$ cat src/rtl/fir_pkg.sv
// Shared FIR datapath definitions: opcodes, coefficient word type and the
// coefficient writer state encoding.
package fir_pkg;

    localparam logic [2:0] OP_NOP   = 3'b000;
    localparam logic [2:0] OP_LOAD1 = 3'b010;

    typedef logic [15:0] coeff_word_t;

    typedef enum logic [1:0] {
        ST_IDLE,
        ST_WRITE,
        ST_SETTLE,
        ST_ACK
    } writer_state_e;

endpackage

$ cat src/rtl/coefficient_writer_if.sv
// Loader-to-writer handshake: request, index, value and the busy return.
interface coefficient_writer_if;
    import fir_pkg::*;

    logic        load_coeff;
    logic [1:0]  coefficient_num;
    coeff_word_t coeff_value;
    logic        modwait;

    modport master (output load_coeff, coefficient_num, coeff_value, input modwait);
    modport slave  (input load_coeff, coefficient_num, coeff_value, output modwait);

endinterface

$ cat src/rtl/coeff_settle_timer.sv
// Loadable down-counter that stops at zero and flags when it is there.
module coeff_settle_timer #(
    parameter int unsigned WIDTH = 2
) (
    input  logic             clk,
    input  logic             rst,
    input  logic             load_i,
    input  logic [WIDTH-1:0] load_val_i,
    input  logic             dec_i,
    output logic             zero_o
);

    logic [WIDTH-1:0] cnt_q, cnt_d;

    always_comb begin
        cnt_d = cnt_q;
        if (load_i) begin
            cnt_d = load_val_i;
        end else if (dec_i && (cnt_q != '0)) begin
            cnt_d = cnt_q - WIDTH'(1);
        end
    end

    always_ff @(posedge clk) begin
        if (rst) begin
            cnt_q <= '0;
        end else begin
            cnt_q <= cnt_d;
        end
    end

    assign zero_o = (cnt_q == '0);

endmodule

$ cat src/rtl/coefficient_writer.sv
// Turns each loader request into one LOAD1 datapath write, holds the loader
// off until the write has settled, and tracks which coefficients are resident.
module coefficient_writer
    import fir_pkg::*;
#(
    parameter int unsigned NUM_COEFFS     = 4,
    parameter int unsigned SETTLE_CYCLES  = 2,
    parameter logic [3:0]  COEFF_BASE_REG = 4'd6
) (
    input  logic                    clk,
    input  logic                    rst,
    coefficient_writer_if.slave     ldr,
    input  logic                    clear_set,
    output logic [2:0]              dp_op,
    output logic [3:0]              dest_reg,
    output coeff_word_t             ext_data,
    output logic [NUM_COEFFS-1:0]   written_mask,
    output logic                    coeff_set_done,
    output logic                    collision_err
);

    localparam int unsigned CNT_W = $clog2(SETTLE_CYCLES) + 1;

    writer_state_e         state_q, state_d;
    logic [1:0]            idx_q, idx_d;
    coeff_word_t           val_q, val_d;
    logic [3:0]            dest_q, dest_d;
    logic [NUM_COEFFS-1:0] mask_q, mask_d, mask_base, ack_bit;
    logic                  done_q, done_d;
    logic                  coll_q, coll_d;
    logic                  tmr_load, tmr_dec, tmr_zero;

    coeff_settle_timer #(
        .WIDTH (CNT_W)
    ) u_timer (
        .clk        (clk),
        .rst        (rst),
        .load_i     (tmr_load),
        .load_val_i (CNT_W'(SETTLE_CYCLES - 1)),
        .dec_i      (tmr_dec),
        .zero_o     (tmr_zero)
    );

    always_comb begin
        state_d   = state_q;
        idx_d     = idx_q;
        val_d     = val_q;
        dest_d    = dest_q;
        done_d    = 1'b0;
        tmr_load  = 1'b0;
        tmr_dec   = 1'b0;

        // Out-of-range indices select no bit, so the mask is left untouched.
        ack_bit = '0;
        for (int unsigned k = 0; k < NUM_COEFFS; k++) begin
            if (32'(idx_q) == k) begin
                ack_bit[k] = 1'b1;
            end
        end

        // clear_set takes effect before any ACK bit or collision in the same cycle.
        mask_base = clear_set ? '0 : mask_q;
        mask_d    = mask_base;
        coll_d    = clear_set ? 1'b0 : coll_q;

        case (state_q)
            ST_IDLE: begin
                if (ldr.load_coeff) begin
                    idx_d   = ldr.coefficient_num;
                    val_d   = ldr.coeff_value;
                    dest_d  = COEFF_BASE_REG + {2'b00, ldr.coefficient_num};
                    state_d = ST_WRITE;
                end
            end
            ST_WRITE: begin
                tmr_load = 1'b1;
                state_d  = ST_SETTLE;
            end
            ST_SETTLE: begin
                if (tmr_zero) begin
                    state_d = ST_ACK;
                end else begin
                    tmr_dec = 1'b1;
                end
            end
            ST_ACK: begin
                mask_d  = mask_base | ack_bit;
                done_d  = (&mask_d) && !(&mask_base);
                state_d = ST_IDLE;
            end
            default: state_d = ST_IDLE;
        endcase

        if (ldr.load_coeff && (state_q != ST_IDLE)) begin
            coll_d = 1'b1;
        end
    end

    always_ff @(posedge clk) begin
        if (rst) begin
            state_q <= ST_IDLE;
            idx_q   <= '0;
            val_q   <= '0;
            dest_q  <= '0;
            mask_q  <= '0;
            done_q  <= 1'b0;
            coll_q  <= 1'b0;
        end else begin
            state_q <= state_d;
            idx_q   <= idx_d;
            val_q   <= val_d;
            dest_q  <= dest_d;
            mask_q  <= mask_d;
            done_q  <= done_d;
            coll_q  <= coll_d;
        end
    end

    assign ldr.modwait    = (state_q != ST_IDLE);
    assign dp_op          = (state_q == ST_WRITE) ? OP_LOAD1 : OP_NOP;
    assign dest_reg       = dest_q;
    assign ext_data       = val_q;
    assign written_mask   = mask_q;
    assign coeff_set_done = done_q;
    assign collision_err  = coll_q;

endmodule

$ cat src/flat_wrapper.sv
// flat-port wrapper written by rule: the top's interface ports become plain ports
module coefficient_writer_flat import fir_pkg::*;
#(
    parameter int unsigned NUM_COEFFS     = 4,
    parameter int unsigned SETTLE_CYCLES  = 2,
    parameter logic [3:0]  COEFF_BASE_REG = 4'd6
)
  (clk, rst, clear_set, dp_op, dest_reg, ext_data, written_mask, coeff_set_done, collision_err, ldr_load_coeff, ldr_coefficient_num, ldr_coeff_value, ldr_modwait);
  coefficient_writer_if ldr_i ();
  input  logic clk;
  input  logic rst;
  input  logic clear_set;
  output logic [2:0] dp_op;
  output logic [3:0] dest_reg;
  output coeff_word_t ext_data;
  output logic [NUM_COEFFS-1:0] written_mask;
  output logic coeff_set_done;
  output logic collision_err;
  input wire logic [$bits(ldr_i.load_coeff)-1:0] ldr_load_coeff;
  input wire logic [$bits(ldr_i.coefficient_num)-1:0] ldr_coefficient_num;
  input wire logic [$bits(ldr_i.coeff_value)-1:0] ldr_coeff_value;
  output wire logic [$bits(ldr_i.modwait)-1:0] ldr_modwait;
  assign ldr_i.load_coeff = ldr_load_coeff;
  assign ldr_i.coefficient_num = ldr_coefficient_num;
  assign ldr_i.coeff_value = ldr_coeff_value;
  assign ldr_modwait = ldr_i.modwait;
  coefficient_writer #(.NUM_COEFFS(NUM_COEFFS), .SETTLE_CYCLES(SETTLE_CYCLES), .COEFF_BASE_REG(COEFF_BASE_REG)) u_core (.clk(clk), .rst(rst), .ldr(ldr_i), .clear_set(clear_set), .dp_op(dp_op), .dest_reg(dest_reg), .ext_data(ext_data), .written_mask(written_mask), .coeff_set_done(coeff_set_done), .collision_err(collision_err));
endmodule
$ cat config.mk
export PLATFORM = sky130hd
export DESIGN_NAME = coefficient_writer_flat
export DESIGN_NICKNAME = d
export VERILOG_FILES = /design/src/rtl/fir_pkg.sv /design/src/rtl/coefficient_writer_if.sv /design/src/rtl/coeff_settle_timer.sv /design/src/rtl/coefficient_writer.sv /design/src/flat_wrapper.sv
export SDC_FILE = /design/constraint.sdc
export NUM_CORES = 1
export LEC_CHECK = 0
export BUFFER_PORTS_ARGS = -buffer_cell sky130_fd_sc_hd__clkbuf_2
export CORE_MARGIN = 2
export CORE_UTILIZATION = 50
export DETAILED_ROUTE_END_ITERATION = 16
export PLACE_DENSITY = 0.83
export SETUP_SLACK_MARGIN = 0.05
export SLEW_MARGIN = 20
export SYNTH_ARGS = -nofsm -noshare
export SYNTH_HDL_FRONTEND = slang
export SYNTH_SLANG_ARGS = --single-unit
$ cat constraint.sdc
create_clock -name clk -period 3.76 [get_ports clk]
set_input_delay 0.752 -clock clk [delete_from_list [all_inputs] [get_ports clk]]
set_output_delay 0.752 -clock clk [all_outputs]
set_load 0.05 [all_outputs]
==> results.yml, run 1 <==
status:
  outcome: "completed"
floorplan:
  core_sq_um: 2280
  fp.dieW_um: 53.6
  die_area_sq_um: 2870
  num_rows: 17
  io_pins: 52
  initial_core_util: 0.540
  die_h_um: 53.6
detailed_routing:
  antenna_left: 0
  drt_iter0_markers: 21
  drt-vias-per-instance: 4.97
  drc: 0
  vias: 1109
  routedWlPerCell_um: 12.1
  drt_wl_total_um: 2700
  first_pass_iters: 4
pwr:
  comb_power_share: 0.434
  power.leakage_uw: 0.000697
  power_frac_clock: 0.220
  pwr-share-seq: 0.346
  powerDensity_nw_per_um2: 785
  p_int_uw: 657
  ir_drop_uv: 581
  swShare: 0.451
  p_switching_uw: 538
critical_path:
  r2r-end: "u_core.dest_reg[2]"
  cp-startpoint: "u_core.state_q[0]"
  crit_chain: "inv_1, ha_1, inv_1, clkbuf_2"
  crit_type: "reg2out"
  crit_path_top_delay_cell: "dfxtp_1"
  crit_path_frequent_cell: "inv_1"
  crit_fanout: 5
  r2r_start: "u_core.state_q[0]"
  critPathRequiredTime_ns: 3.01
  max_stage_delay_ns: 0.40
  critPathLaunchType: "register"
  r2r_cells: 5
  critPathArrivalTime_ns: 1.43
  end_kind: "output port"
  endpoint: "ldr_modwait"
  regToRegSetupSlack_ns: 2.10
final_layout:
  layout_common_cells: "clkbuf_2, nand2_1, dfxtp_1, a21oi_1, inv_1"
  fillers: 200
  area_growth_syn_to_layout_pct: 23.8
  fin_nets: 221
  largest_reg_flops: 16
  design_area_sq_um: 1520
  final_common_cell: "clkbuf_2"
  final_layout_size_suffix_gt1_frac: 0.303
  antenna_cells: 0
clocking:
  root_buffer: "clkbuf_4"
  cts-htree-levels: 2
  cts_hold_buf: 0
  numCtsBuffers: 5
  cts_buffer_depth: 2
  post_cts_resized: 0
  cts_tree: "yes"
  path_clk_slew_ns: 0.09
  post_cts_buffers: 0
  clock-sinks: 29
  clk_latency_ns: 0.32
placed_design:
  place_area_sq_um: 1440
  post-dp-hpwl_um: 1990
  place_ws_ns: 1.94
  gp_congestion: 0.742
  io_buffers: 49
sta:
  relSlewSlack: 0.530
  rsz0062_at_grt: "false"
  max_freq_mhz: 459
  finalCritPeriodShare: 0.579
  min_period_ns: 2.18
  finalSetupViolCount: 0
  setup_slack_ns: 1.58
  hold_viol_final: 0
  worstMarginPinSlew_ns: 0.706
  fin_worst_skew_ns: 0.00339
  final_max_slew_viol_count: 0
  hold_ws_ns: 0.458
  tns_ns: 0
global_routing:
  antenna_found_initial: 0
  grt_pass1_wl_um: 4150
  grt.total_usage: 0.209
  grt_pass1_vias: 989
  grt_overflow: 0
  grt_max_degree: 28
yosys:
  ys_seq_elements: 29
  synth_area_leaders: "dfxtp_1, nand2_1, a21oi_1"
  yosysSeqAreaShare: 0.472
  synthCells: 149
  yosys.area.top_type: "dfxtp_1"
  syn_area_per_cell_sq_um: 8.25
  synth.distinct_cells: 32
  synthesis.area_sq_um: 1230
  yosysTopAreaCellShare: 0.472
  yosys_warnings: 0
min_path:
  hold_path.class: "reg2reg"
  hp-start: "u_core.ext_data[3]"
  holdPathStages: 2
flow_run:
  max-cap-violations: 0
-- routing by layer --
metal,vias to the layer above,part of all wire,global-route usage
met5,-,0,0
met4,0,0.018,0.0897
met3,7,0.054,0.0917
met2,36,0.50,0.356
met1,497,0.43,0.224
li1,569,-,-
-- how the worst min path moves through the flow --
stage | endpoint | slack, ns
5_1_grt | u_core.ext_data[4] | 0.48
2_1_floorplan | u_core.u_timer.cnt_q[1] | 0.52
3_3_place_gp | u_core.ext_data[3] | 0.44
6_report | u_core.ext_data[3] | 0.46
3_5_place_dp | u_core.ext_data[3] | 0.45
4_1_cts | u_core.ext_data[3] | 0.46
-- critical path: cells and delay by family (launching register included) --
| family | cells | cell delay (ns) |
|---|---|---|
| DFF | 1 | 0.40 |
| buffers and inverters | 3 | 0.45 |
| adders and majority gates | 1 | 0.25 |
-- layout make-up --
cell class,count,area [sq um],area share
clock buffer,7,55.1,0.0362
clock inverter,1,30.0,0.0197
inverter,9,33.8,0.0222
multi-input combinational,100,543,0.357
sequential,29,581,0.381
tap,28,35.0,0.0230
timing repair buffer,49,245,0.161
-- synth_stat cells (all sizes together) --
cell type,count
a22oi,1
nor3b,1
nor3,1
a21o,1
buf,11
nand3,3
and2b,2
conb,1
dfxtp,29
o21a,1
nand4,1
clkbuf,1
a21oi,24
xnor2,1
nor2,6
a211oi,1
a32oi,1
o21ai,1
and2,1
inv,9
nand3b,1
ha,5
nand2,39
mux2i,1
a2111oi,1
nand2b,3
o2111ai,1
o311a,1
-- cells by family (layout without fill, tap and decap cells) --
kind of cell | count (synthesis) | in the layout | synth area share
fa+ha+maj | 5 | 5 | 0.0509
simple gates | 58 | 58 | 0.204
other cells | 1 | 2 | 0.00305
compound gates | 33 | 33 | 0.165
mux | 1 | 1 | 0.00814
xor+xnor | 1 | 1 | 0.00712
flops | 29 | 29 | 0.472
buf+inv | 21 | 66 | 0.0895
-- through the flow --
step                 util  power, uW  std cells
global route        0.669       1260        223
floorplan               -        851        150
CTS                 0.669       1200        223
detailed placement  0.632        941        215
finish              0.669       1190        223
global placement    0.632        919        215
-- power by group through the flow --
stage / Clock (uW) / Combinational, uW / Sequential (uW)
after floorplan: 0 / 293 / 558
after global placement: 0 / 506 / 414
after CTS: 267 / 524 / 412
final: 263 / 519 / 413
after detailed placement: 0 / 522 / 419
after global routing: 281 / 560 / 420
No activity file was read; power rests on OpenSTA's default activity.
==> run 2: changes to the inputs <==
--- a/config.mk
+++ b/config.mk
@@ -7,9 +7,9 @@
 export LEC_CHECK = 0
 export BUFFER_PORTS_ARGS = -buffer_cell sky130_fd_sc_hd__clkbuf_2
 export CORE_MARGIN = 2
-export CORE_UTILIZATION = 50
+export CORE_UTILIZATION = 46
 export DETAILED_ROUTE_END_ITERATION = 16
-export PLACE_DENSITY = 0.83
+export PLACE_DENSITY = 0.77
 export SETUP_SLACK_MARGIN = 0.05
 export SLEW_MARGIN = 20
 export SYNTH_ARGS = -nofsm -noshare
==> constraint.sdc (replaced) <==
create_clock -name clk -period 2.21 [get_ports clk]
set_input_delay 0.442 -clock clk [delete_from_list [all_inputs] [get_ports clk]]
set_output_delay 0.442 -clock clk [all_outputs]
set_load 0.05 [all_outputs]
==> results.yml, run 2 (same netlist as run 1, synthesis figures left out) <==
global_routing:
  grt_pass1_wl_um: 4510
  grt_pass1_vias: 1014
  grt_max_degree: 28
  grt.total_usage: 0.185
  antenna_found_initial: 0
  grt_overflow: 0
detailed_routing:
  routedWlPerCell_um: 11.9
  drt-vias-per-instance: 5.00
  antenna_left: 0
  vias: 1124
  drc: 0
  drt_iter0_markers: 13
  first_pass_iters: 4
  drt_wl_total_um: 2680
status:
  outcome: "completed"
clocking:
  clk_latency_ns: 0.32
  cts_hold_buf: 0
  cts_buffer_depth: 2
  post_cts_resized: 0
  clock-sinks: 29
  cts_tree: "yes"
  numCtsBuffers: 5
  cts-htree-levels: 2
  root_buffer: "clkbuf_4"
  path_clk_slew_ns: 0.09
  post_cts_buffers: 0
min_path:
  hp-start: "ldr_coefficient_num[1]"
  holdPathStages: 2
  hold-path-endpoint: "u_core.dest_reg[2]"
  hold_path.class: "in2reg"
critical_path:
  cp-startpoint: "u_core.state_q[0]"
  crit_fanout: 5
  r2r-end: "u_core.dest_reg[2]"
  end_kind: "output port"
  critPathLaunchType: "register"
  critPathArrivalTime_ns: 1.41
  r2r_cells: 5
  r2r_start: "u_core.state_q[0]"
  regToRegSetupSlack_ns: 0.59
  critPathRequiredTime_ns: 1.77
  crit_type: "reg2out"
floorplan:
  die_area_sq_um: 3100
  initial_core_util: 0.492
  core_sq_um: 2500
  num_rows: 18
  fp.dieW_um: 55.7
  die_h_um: 55.7
  io_pins: 52
final_layout:
  fin_nets: 221
  largest_reg_flops: 16
  final_common_cell: "clkbuf_2"
  final_layout_size_suffix_gt1_frac: 0.308
  area_growth_syn_to_layout_pct: 21.6
  regArea_sq_um: 581
  antenna_cells: 0
  layout.cells.non_filler: 225
  final_util: 0.598
  multiInputGateArea_sq_um: 543
  fillers: 218
  layout_common_cells: "clkbuf_2, nand2_1, dfxtp_1, a21oi_1, inv_1"
pwr:
  powerDensity_nw_per_um2: 1260
  ir_drop_uv: 750
  power.leakage_uw: 0.000683
sta:
  relSlewSlack: 0.546
  final_max_slew_viol_count: 0
  max_freq_mhz: 540
  finalCritPeriodShare: 0.838
  hold_viol_final: 0
  finalSetupViolCount: 0
  min_period_ns: 1.85
  hold_ws_ns: 0.330
  tns_ns: 0
  fin_worst_skew_ns: 0.00429
  rsz0062_at_grt: "false"
  worstMarginPinSlew_ns: 0.681
placed_design:
  gp_congestion: 0.783
  io_buffers: 49
  placedCellCount: 217
  post-dp-hpwl_um: 2000
flow_run:
  max-cap-violations: 0
==> run 2: changes by cell type in the layout (fill, tap and decap cells not counted), sizes merged <==
cell      previous run  this run
clkinvlp             0         1
clkbuf              56        54
clkinv               0         2
bufinv               1         0
==> run 2: critical path: stages, from the launching register on <==
cell	delay, ns
dfxtp_1	0.40
inv_1	0.08
ha_1	0.25
inv_1	0.09
clkbuf_2	0.27
==> run 2: final cells by class <==
cell class                 instances  area share
clock inverter                     3      0.0117
tap                               30      0.0251
timing repair buffer              49       0.164
clock buffer                       5      0.0251
sequential                        29       0.388
multi-input combinational        100       0.363
inverter                           9      0.0226
==> run 2: per-layer routing <==
layer	wire length, um	GRT usage
met3	185	0.0628
met4	34	0.0732
met5	0	0
met2	1300	0.303
met1	1160	0.221
==> run 2: worst max path at each step <==
stage	end	cells after the start
after CTS	ldr_modwait	4
after global placement	u_core.dest_reg[2]	5
after floorplan	ldr_modwait	3
after global routing	ldr_modwait	4
final	ldr_modwait	4
after detailed placement	u_core.ext_data[10]	5
==> run 2: power breakdown <==
group,total (uW),internal [uW],switching [uW],leakage [uW]
sequential,701,626,74.7,0.000237
clock,305,120,185,0.0000310
combinational,882,221,661,0.000415
==> run 2: metrics by stage <==
step,area [sq um],setup WS [ns],total power [uW]
5_1_grt,1500,0.258,2020
2_1_floorplan,1230,0.789,1450
3_3_place_gp,1440,0.721,1560
4_1_cts,1500,0.338,1910
3_5_place_dp,1440,0.596,1600
6_report,1500,0.358,1890
